==> src/rtl/vdp_vram_host_write_scheduler_pkg.sv <==
// vdp_vram_host_write_scheduler_pkg: shared state encodings, bank masks and reset constants
package vdp_vram_host_write_scheduler_pkg;
  typedef enum logic {ST_IDLE, ST_FILL} state_t;
  localparam logic [1:0] BANK_EVEN_MASK = 2'b01;
  localparam logic [1:0] BANK_ODD_MASK  = 2'b10;
  localparam logic [7:0] INCR_RESET     = 8'd1;
  function automatic logic [1:0] bank_mask(input logic odd);
    return odd ? BANK_ODD_MASK : BANK_EVEN_MASK;
  endfunction
endpackage

==> src/rtl/vdp_sync_fifo.sv <==
// vdp_sync_fifo: register-based synchronous FIFO exposing its head entry
module vdp_sync_fifo #(
  parameter int WIDTH = 32,
  parameter int DEPTH = 8,
  localparam int AW = $clog2(DEPTH)
) (
  input  logic             clk,
  input  logic             rst_n,
  input  logic             i_push,
  input  logic [WIDTH-1:0] i_wdata,
  input  logic             i_pop,
  output logic [WIDTH-1:0] o_head,
  output logic             o_full,
  output logic             o_empty,
  output logic [AW:0]      o_level
);
  logic [WIDTH-1:0] r_mem [DEPTH];
  logic [AW-1:0]    r_wr, r_rd;
  logic [AW:0]      r_level;
  logic             w_push, w_pop;
  assign o_full  = r_level == (AW+1)'(DEPTH);
  assign o_empty = r_level == '0;
  assign o_level = r_level;
  assign o_head  = r_mem[r_rd];
  assign w_push  = i_push && !o_full;
  assign w_pop   = i_pop && !o_empty;
  always_ff @(posedge clk)
    if (w_push) r_mem[r_wr] <= i_wdata;
  always_ff @(posedge clk or negedge rst_n) begin
    if (!rst_n) begin
      r_wr    <= '0;
      r_rd    <= '0;
      r_level <= '0;
    end else begin
      if (w_push) r_wr <= r_wr + AW'(1);
      if (w_pop) r_rd <= r_rd + AW'(1);
      r_level <= r_level + (AW+1)'(w_push) - (AW+1)'(w_pop);
    end
  end
endmodule

==> src/rtl/vdp_vram_host_write_scheduler.sv <==
// vdp_vram_host_write_scheduler: queues host writes and fill bursts, retiring the head
// only when the arbiter's host slot really reaches VRAM.
module vdp_vram_host_write_scheduler
  import vdp_vram_host_write_scheduler_pkg::*;
#(
  parameter int FIFO_DEPTH = 8,
  localparam int LW = $clog2(FIFO_DEPTH) + 1
) (
  input  logic          clk,
  input  logic          rst_n,
  input  logic          i_host_addr_write,
  input  logic [14:0]   i_host_addr,
  input  logic          i_host_incr_write,
  input  logic [7:0]    i_host_incr,
  input  logic          i_host_data_valid,
  output logic          o_host_data_ready,
  input  logic [15:0]   i_host_data,
  input  logic          i_host_fill_start,
  input  logic [14:0]   i_host_fill_count,
  input  logic [15:0]   i_host_fill_value,
  output logic          o_host_busy,
  output logic [LW-1:0] o_host_fifo_level,
  input  logic          i_vram_written,
  input  logic          i_affine_needs_vram,
  output logic [13:0]   o_vram_write_address_16b,
  output logic [15:0]   o_vram_write_data_16b,
  output logic [1:0]    o_vram_port_write_en_mask
);
  state_t      r_state, w_state_nx;
  logic [14:0] r_addr, r_remain, w_remain_nx, w_addr_cur;
  logic [7:0]  r_incr, w_incr_cur;
  logic [15:0] r_fill_value;
  logic [31:0] w_head, w_push_data;
  logic        w_idle, w_full, w_empty, w_accept, w_fill_push, w_push, w_pop, w_fill_go;
  assign w_idle      = r_state == ST_IDLE;
  assign w_addr_cur  = (w_idle && i_host_addr_write) ? i_host_addr : r_addr;
  assign w_incr_cur  = (w_idle && i_host_incr_write) ? i_host_incr : r_incr;
  assign w_fill_go   = w_idle && i_host_fill_start && i_host_fill_count != '0;
  assign o_host_data_ready = w_idle && !w_full;
  assign w_accept    = i_host_data_valid && o_host_data_ready;
  assign w_fill_push = !w_idle && !w_full;
  assign w_push      = w_accept || w_fill_push;
  // Affine owns the bus on suppressed slots, so the head stays put and retries.
  assign w_pop       = i_vram_written && !i_affine_needs_vram && !w_empty;
  assign w_push_data = {w_addr_cur[14:1], bank_mask(w_addr_cur[0]), w_idle ? i_host_data : r_fill_value};
  vdp_sync_fifo #(.WIDTH(32), .DEPTH(FIFO_DEPTH)) u_fifo (
    .clk     (clk),
    .rst_n   (rst_n),
    .i_push  (w_push),
    .i_wdata (w_push_data),
    .i_pop   (w_pop),
    .o_head  (w_head),
    .o_full  (w_full),
    .o_empty (w_empty),
    .o_level (o_host_fifo_level)
  );
  assign o_host_busy               = !w_idle || !w_empty;
  assign o_vram_write_address_16b  = w_empty ? '0 : w_head[31:18];
  assign o_vram_port_write_en_mask = w_empty ? '0 : w_head[17:16];
  assign o_vram_write_data_16b     = w_empty ? '0 : w_head[15:0];
  always_comb begin
    w_state_nx  = r_state;
    w_remain_nx = r_remain;
    if (w_fill_go) begin
      w_state_nx  = ST_FILL;
      w_remain_nx = i_host_fill_count;
    end else if (w_fill_push) begin
      w_remain_nx = r_remain - 15'd1;
      w_state_nx  = (r_remain == 15'd1) ? ST_IDLE : ST_FILL;
    end
  end
  always_ff @(posedge clk or negedge rst_n) begin
    if (!rst_n) begin
      r_state      <= ST_IDLE;
      r_addr       <= '0;
      r_incr       <= INCR_RESET;
      r_remain     <= '0;
      r_fill_value <= '0;
    end else begin
      r_state  <= w_state_nx;
      r_remain <= w_remain_nx;
      r_incr   <= w_incr_cur;
      r_addr   <= w_push ? w_addr_cur + {7'd0, w_incr_cur} : w_addr_cur;
      if (w_fill_go) r_fill_value <= i_host_fill_value;
    end
  end
endmodule

==> config.mk <==
export PLATFORM = sky130hd
export DESIGN_NAME = vdp_vram_host_write_scheduler
export DESIGN_NICKNAME = d
export VERILOG_FILES = /design/src/rtl/vdp_vram_host_write_scheduler_pkg.sv /design/src/rtl/vdp_sync_fifo.sv /design/src/rtl/vdp_vram_host_write_scheduler.sv
export SDC_FILE = /design/constraint.sdc
export NUM_CORES = 1
export LEC_CHECK = 0
export BUFFER_PORTS_ARGS = -buffer_cell sky130_fd_sc_hd__buf_2
export CORE_MARGIN = 1
export CORE_UTILIZATION = 42
export CTS_CLUSTER_SIZE = 40
export DETAILED_ROUTE_END_ITERATION = 7
export GPL_TIMING_DRIVEN = 0
export HOLD_SLACK_MARGIN = 0.02
export SLEW_MARGIN = 20
export SYNTH_ARGS = -nofsm -noshare
export SYNTH_HDL_FRONTEND = slang
export SYNTH_SLANG_ARGS = --single-unit
==> constraint.sdc <==
create_clock -name clk -period 10.8 [get_ports clk]
set_input_delay 2.16 -clock clk [delete_from_list [all_inputs] [get_ports clk]]
set_output_delay 2.16 -clock clk [all_outputs]
set_load 0.1 [all_outputs]
==> results of run 1 <==
-- flip-flops by register name, indices dropped and copies added, names as in the netlist --
| name | count |
|---|---|
| r_fill_value | 16 |
| r_state | 1 |
| r_incr | 8 |
| u_fifo.r_wr | 3 |
| u_fifo.r_mem | 256 |
| u_fifo.r_rd | 3 |
| r_addr | 15 |
| r_remain | 15 |
| u_fifo.o_level | 4 |
-- cell families (layout without fill, tap and decap cells) --
group	count (synthesis)	count (layout)	share of synthesized area, %
and+or+nand+nor	177	177	5.755
xor gates and xnor gates	24	24	1.713
adders and majority gates	19	19	1.795
AOI/OAI and AO/OA	66	66	3.729
DFF	321	321	68.55
buffers and inverters	58	274	1.823
muxes	138	138	16.64
-- per-layer routing --
metal,vias up,wire length [um]
met4,0,577
li1,3493,-
met2,207,14440
met1,3918,13750
met3,39,1402
met5,-,0
-- cell usage after synthesis, drive strengths merged (2+ instances only) --
cell type | n | share of area [%]
nor3b | 4 | 0.26
dfrtp | 64 | 12
o211ai | 2 | 0.11
a211oi | 2 | 0.15
o41ai | 2 | 0.13
nor2 | 56 | 1.5
and2 | 4 | 0.18
nand2 | 73 | 2.0
inv | 21 | 0.58
edfxtp | 256 | 57
a22oi | 3 | 0.17
a31oi | 3 | 0.29
a31o | 2 | 0.13
mux2i | 43 | 3.4
a221o | 5 | 0.37
a32oi | 3 | 0.19
nand2b | 5 | 0.29
xor2 | 6 | 0.44
xnor2 | 18 | 1.3
mux2 | 31 | 2.7
o21ai | 19 | 0.70
nand4 | 3 | 0.14
nor2b | 2 | 0.11
nor4 | 7 | 0.32
ha | 17 | 1.6
a21o | 6 | 0.33
clkbuf | 22 | 0.61
nand3 | 7 | 0.26
a21oi | 7 | 0.26
nor3 | 14 | 0.52
o2111ai | 2 | 0.22
buf | 14 | 0.61
mux4 | 64 | 11
-- final timing paths --
path / start / end / slack [ns] / cells after the start
min in group asynchronous: rst_n / r_incr[4]$_DFF_PN0_ / 1.61 / 1
max reg2reg: r_state$_DFFE_PN0P_ / r_addr[10]$_DFF_PN0_ / 6.88 / 13
min: r_fill_value[5]$_DFFE_PN0P_ / r_fill_value[5]$_DFFE_PN0P_ / 0.47 / 2
min reg2reg: r_fill_value[5]$_DFFE_PN0P_ / r_fill_value[5]$_DFFE_PN0P_ / 0.47 / 2
max: u_fifo.r_rd[0]$_DFFE_PN0P_ / o_vram_write_address_16b[13] / 5.52 / 6
max in group asynchronous: rst_n / r_incr[0]$_DFF_PN1_ / 8.57 / 2
-- stage by stage --
stage,worst slack [ns],util (%),hold WS (ns)
after floorplan,4.353,-,0.4401
after global placement,0.4187,46.24,0.4548
after detailed placement,5.166,47.44,0.4569
after CTS,5.405,50.67,0.4720
after global routing,5.271,50.67,0.5053
final,5.515,50.67,0.4680
-- worst register-to-register path, stage by stage (launching register included) --
cell	delay, ns
dfrtp_1	0.37
buf_6	0.14
nor2b_2	0.12
buf_6	0.18
buf_2	0.31
mux2i_1	0.79
inv_1	0.35
ha_1	0.36
ha_1	0.23
a21o_1	0.16
a31o_2	0.29
o2111ai_2	0.24
nor2_1	0.08
xnor2_1	0.17
-- cell type report --
type,instances,area (um^2)
Buffer,36,166.4
Tap cell,402,503.0
Clock inverter,13,91.34
Clock buffer,48,934.6
Timing Repair Buffer,155,908.4
Multi-Input combinational cell,424,4071
Fill cell,2669,15650
Inverter,22,82.58
Sequential cell,321,9315
==> out/results.txt, run 1 <==
CP Capture Type: output pin
Pin count of the biggest net entering global routing: 38
Total grt overflow: 0
Max incr delay on CP: 0.56 ns
Routing usage on met1: 26.77%
Synth Net Count: 899
Clock root cell: clkbuf_16
Buf+Inv Stages, Crit Path: 3
PortBufs: 115
HPWL Detailed: 20940 um
Pre-antenna DRT Iters: 5
Final Wtd Congestion: 0.8704
Core footprint: 31720 um^2
Iteration-0 DRC Markers: 608
Cell area after layout: 16070 um^2
Area after DPL: 15050 um^2
Final period util: 48.93%
Maxcap violations: 0
Area grow syn2layout: 18.28%
Cell Area, Synth: 13590 um^2
Final hold vios: 0
Post CTS Setup Buffer Count: 0
M2 GR Usage: 31.29%
Commonest non-fill, non-tap cells in the layout: edfxtp_1 (256), buf_2 (130), nand2_1 (73), mux4_2 (64), dfrtp_1 (64)
Max Slew Vio Count: 0
I/O pin total: 116
H-tree level count: 2
Post-CTS sizing: 0
CTS Hold Bufs: 0
Most common cell after layout, fill and taps aside: edfxtp_1
F_max: 189.2 MHz
Number of global-route vias before repair: 8214
Initial antenna violation count: 0
Tot GR Track Use: 19.14%
Worst slew pin tran: 0.9718 ns
Startpoint types: flop
Die Ht: 181.9 um
CP Class: flop to output pin
# clock sinks: 321
CP max-delay cell: mux4_2
Die ar.: 33080 um^2
Fin cells: 1421
Async SR Flop Fraction: 20.25%
WL final: 30170 um
Number of vias per cell: 5.388
Predominant post-synthesis flop cell: edfxtp_1
Worst path cell trace: clkbuf_1 > buf_2 > mux4_2 > mux2i_1 > nor2_1 > buf_2
DR DRC count: 0
Post-synth EDFFs: 256
Fin nets: 1090
Clk pin slew, worst setup/hold paths: 0.06 ns
Vias: 7657
CP Max Fanout: 10
Layout cells sized above 1: 32.48%
Crit path max-delay family: buffers and inverters
Setup TNS Final: 0 ns
Seq/Total Area, Yosys: 68.55%
CTS tree: done
Clk Latency, worst-skew pair: 0.51 ns
Row cnt: 65
Clk buf depth: 3
Result of the run: completed
ANT cells: 0
Met3 global-route usage: 2.988%
Count of cell types in the netlist: 65
Yosys warning count: 0
Syn Area/Cell: 16.92 um^2
Unrepaired setup endpoints after global routing: false
CP Data Required Time: 8.64 ns
Num CTS Buffers: 34
Worst clock skew: 0.01901 ns
Seq cells post-synth: 321
Synth Instances: 803
Die X: 181.9 um
Initial core utilization: 42.84%
Placed Cells incl. Taps: 1360
Final setup viols: 0
Grt peak-use layer: met2
First-pass GRT wire length: 47760 um
WP data arrival: 3.12 ns
Crit-path most repeated cell: buf_2
Type of the worst min-delay path: flop to flop
Drt wl/cell: 21.23 um
Worst slew margin: 35.07%
Antenna-violating nets left: 0
Minimum clock period: 5.285 ns
Power of run 1 is left out: the tool's default activity adds up to more than one toggle a clock period on the data nets, which glitch-free logic cannot reach.
==> inputs of run 2 (changes only) <==
Settings changed: ABC_AREA set to 1.
Clock period 10.8 ns to 5.4 ns, I/O delays scaled along.
==> run 2 against run 1 <==
Synthesized cell count increased by 69%. Via count increased by 35%. Count of clock-buffer cells in the layout fell by 11. Final area increased by 3.1%. Die area grew 3.8%. First-iteration DRC count up 36%. Critical path depth increased by 2. Utilization down 0.15 points. Hold slack worse by 0.10 ns. Register-to-register slack got worse by 4.7 ns.
==> out/results.txt, run 2 <==
Result of the run: completed (unchanged)
Yosys warning count: 0 (unchanged)
WP data arrival: 3.36 ns (was 3.12 ns)
Crit path max-delay family: buffers and inverters (unchanged)
CP max-delay cell: clkbuf_1 (was mux4_2)
Seq cells post-synth: 321 (unchanged)
Clk pin slew, worst setup/hold paths: 0.06 ns (about the same)
Iteration-0 DRC Markers: 829 (was 608)
CP Data Required Time: 4.32 ns (was 8.64 ns)
Hold slack: 0.3651 ns (was 0.4680 ns)
WL final: 36400 um (was 30170 um)
Cell Area, Synth: 14110 um^2 (was 13590 um^2)
Buf+Inv Stages, Crit Path: 4 (was 3)
Final period util: 82.25%
Initial core utilization: 43.03% (was 42.84%)
Number of global-route vias before repair: 10200 (was 8214)
Clk buf depth: 3 (unchanged)
Most common cell after layout, fill and taps aside: nand2_1 (was edfxtp_1)
CTS tree: done (unchanged)
Crit-path most repeated cell: clkbuf_1 (was buf_2)
Largest register FFs: 256 (unchanged)
Area grow syn2layout: 17.42% (was 18.28%)
Syn Area/Cell: 10.40 um^2 (was 16.92 um^2)
PortBufs: 114 (was 115)
Num CTS Buffers: 31 (was 34)
Fillers: 2965 (was 2669)
CP Max Fanout: 10 (unchanged)
Async SR Flop Fraction: 20.25% (unchanged)
Number of vias per cell: 5.230 (was 5.388)
Die Ht: 185.3 um (was 181.9 um)
Setup TNS Final: 0 ns (unchanged)
Seq/Total Area, Yosys: 66.03% (was 68.55%)
Synth area leader: edfxtp_1 (unchanged)
Final Wtd Congestion: 0.8418 (was 0.8704)
Worst slew pin tran: 0.9771 ns (was 0.9718 ns)
Pre-antenna DRT Iters: 5 (unchanged)
Count leader, synth: nand2_1 (was edfxtp_1)
Synth Instances: 1356 (was 803)
Largest registers: u_fifo.r_mem x256, r_fill_value x16 (unchanged)
Top cells by area, synth: edfxtp_1 (54%), dfrtp_1 (11%), nand2_1 (7.5%), o21ai_0 (6.3%), nor2_1 (5.9%) (was edfxtp_1 (57%), dfrtp_1 (12%), mux4_2 (11%), mux2i_1 (3.0%), mux2_2 (2.2%))
Synth cell count leaders: nand2_1 (282), edfxtp_1 (256), nor2_1 (223) (was edfxtp_1 (256), nand2_1 (73), dfrtp_1 (64), mux4_2 (64), nor2_1 (56))
Post-CTS sizing: 0 (unchanged)
Antenna-violating nets left: 0 (unchanged)
Fin nets: 1610 (was 1090)
Vias: 10360 (was 7657)
Synth Net Count: 1452 (was 899)
Clk Latency, worst-skew pair: 0.56 ns (was 0.51 ns)
H-tree level count: 1 (was 2)
Post CTS Setup Buffer Count: 0 (unchanged)
Clock root cell: clkbuf_16 (unchanged)
HPWL Detailed: 25040 um (was 20940 um)
# clock sinks: 321 (unchanged)
Row cnt: 66 (was 65)
Unrepaired setup endpoints after global routing: false (unchanged)
Tot GR Track Use: 21.64% (was 19.14%)
Pin count of the biggest net entering global routing: 54 (was 38)
Worst clock skew: 0.01606 ns (was 0.01901 ns)
Total grt overflow: 0 (unchanged)
CP Class: flop to output pin (unchanged)
Startpoint types: flop (unchanged)
Post-synth EDFFs: 256 (unchanged)
First-pass GRT wire length: 56340 um (was 47760 um)
Max incr delay on CP: 0.59 ns (was 0.56 ns)
Most flops, register: u_fifo.r_mem (unchanged)
CP Capture Type: output pin (unchanged)
Worst slew margin: 34.17% (was 35.07%)
Final setup viols: 0 (unchanged)
Final hold vios: 0 (unchanged)
Drt wl/cell: 18.37 um (was 21.23 um)
Max Slew Vio Count: 0 (unchanged)
Initial antenna violation count: 1 (was 0)
I/O pin total: 116 (unchanged)
Worst path cell trace: inv_1 > clkbuf_1 > clkbuf_1 > nor2_1 > o22ai_1 > o21ai_0 > a31oi_1 > buf_2 (was clkbuf_1 > buf_2 > mux4_2 > mux2i_1 > nor2_1 > buf_2)
Maxcap violations: 0 (unchanged)
Commonest non-fill, non-tap cells in the layout: nand2_1 (282), edfxtp_1 (256), nor2_1 (215), o21ai_0 (177), buf_2 (120) (was edfxtp_1 (256), buf_2 (130), nand2_1 (73), mux4_2 (64), dfrtp_1 (64))
Layout cells sized above 1: 13.84% (was 32.48%)
Minimum clock period: 4.441 ns
DR DRC count: 0 (unchanged)
Die ar.: 34330 um^2 (was 33080 um^2)
Core footprint: 32780 um^2 (was 31720 um^2)
F_max: 225.2 MHz
Predominant post-synthesis flop cell: edfxtp_1 (unchanged)
Die X: 185.3 um (was 181.9 um)
ANT cells: 0 (unchanged)
CTS Hold Bufs: 0 (unchanged)
Synth top area share: 54.49% (was 56.57%)
Type of the worst min-delay path: primary input to asynchronous set/reset pin (was flop to flop)
Count of cell types in the netlist: 43 (was 65)
## run 2: cell count changes after synthesis, sizes merged, moves of 38 or more
cell,delta
nand2,+215
nor2,+173
o21ai,+160
mux4,-64
inv,+57
mux2i,-43
nand3,+38
## run 2: layout make-up
cell class                      count  area (um^2)  share of cell area (%)
Timing Repair Buffer              125        860.8                   5.197
Inverter                           79        296.5                   1.790
Sequential cell                   321         9315                   56.24
Buffer                             71        312.8                   1.888
Clock buffer                       37        798.3                   4.819
Multi-Input combinational cell    885         4243                   25.61
Clock inverter                     21        185.2                   1.118
Tap cell                          442        553.0                   3.339
## run 2: layer usage
metal / vias to the layer above / part of all wire [%] / track usage, %
met3: 45 / 6.6 / 2.556
met4: 0 / 1.8 / 5.455
met1: 4974 / 44 / 29.83
met2: 339 / 47 / 36.30
met5: - / 0 / 0
li1: 5003 / - / -
## run 2: worst reg2reg max path: stages, from the launching register on
cell and delay (ns):
dfrtp_1 0.45, inv_2 0.16, nand2_4 0.08, buf_6 0.15, buf_4 0.18, o21ai_0 0.77
ha_1 0.38, ha_1 0.17, inv_1 0.04, nand2_1 0.13, nand2_1 0.08, nand2_2 0.08
nand2_1 0.06, nand2_1 0.11, nand2_1 0.08, xor2_1 0.14
## run 2: cell families (layout without fill, tap and decap cells)
logic type,after synthesis,after routing,synth area share (%)
simple gates,586,586,16.80
flops,321,321,66.03
compound gates,271,271,10.58
buf+inv,150,333,4.319
fa+ha+maj,18,18,1.650
xor+xnor,10,10,0.6209
## run 2: worst paths after layout
| kind | from | to | slack [ns] | cells past startpoint |
|---|---|---|---|---|
| worst max-delay path | u_fifo.r_rd[0]$_DFFE_PN0P_ | o_vram_write_address_16b[13] | 0.96 | 8 |
| worst min-delay path | rst_n | r_addr[5]$_DFF_PN0_ | 0.37 | 1 |
| worst max register to register | r_state$_DFFE_PN0P_ | r_addr[12]$_DFF_PN0_ | 2.18 | 15 |
| worst min register to register | r_fill_value[3]$_DFFE_PN0P_ | r_fill_value[3]$_DFFE_PN0P_ | 0.48 | 2 |
| max in group asynchronous | rst_n | r_incr[0]$_DFF_PN1_ | 4.47 | 2 |
| min in group clk | r_fill_value[3]$_DFFE_PN0P_ | r_fill_value[3]$_DFFE_PN0P_ | 0.48 | 2 |
## run 2: metrics by stage
| stage | worst slack [ns] | cell area, um^2 | utilization, % | std cells |
|---|---|---|---|---|
| 3_3_place_gp | 0.1126 | 15230 | 46.46 | 1912 |
| 6_report | 0.9586 | 16560 | 50.53 | 1981 |
| 5_1_grt | 0.7989 | 16560 | 50.53 | 1981 |
| 4_1_cts | 0.9212 | 16560 | 50.53 | 1981 |
| 2_1_floorplan | 0.9978 | 14110 | - | 1356 |
| 3_5_place_dp | 1.519 | 15580 | 47.53 | 1923 |
Power of run 2 is left out for the same reason.
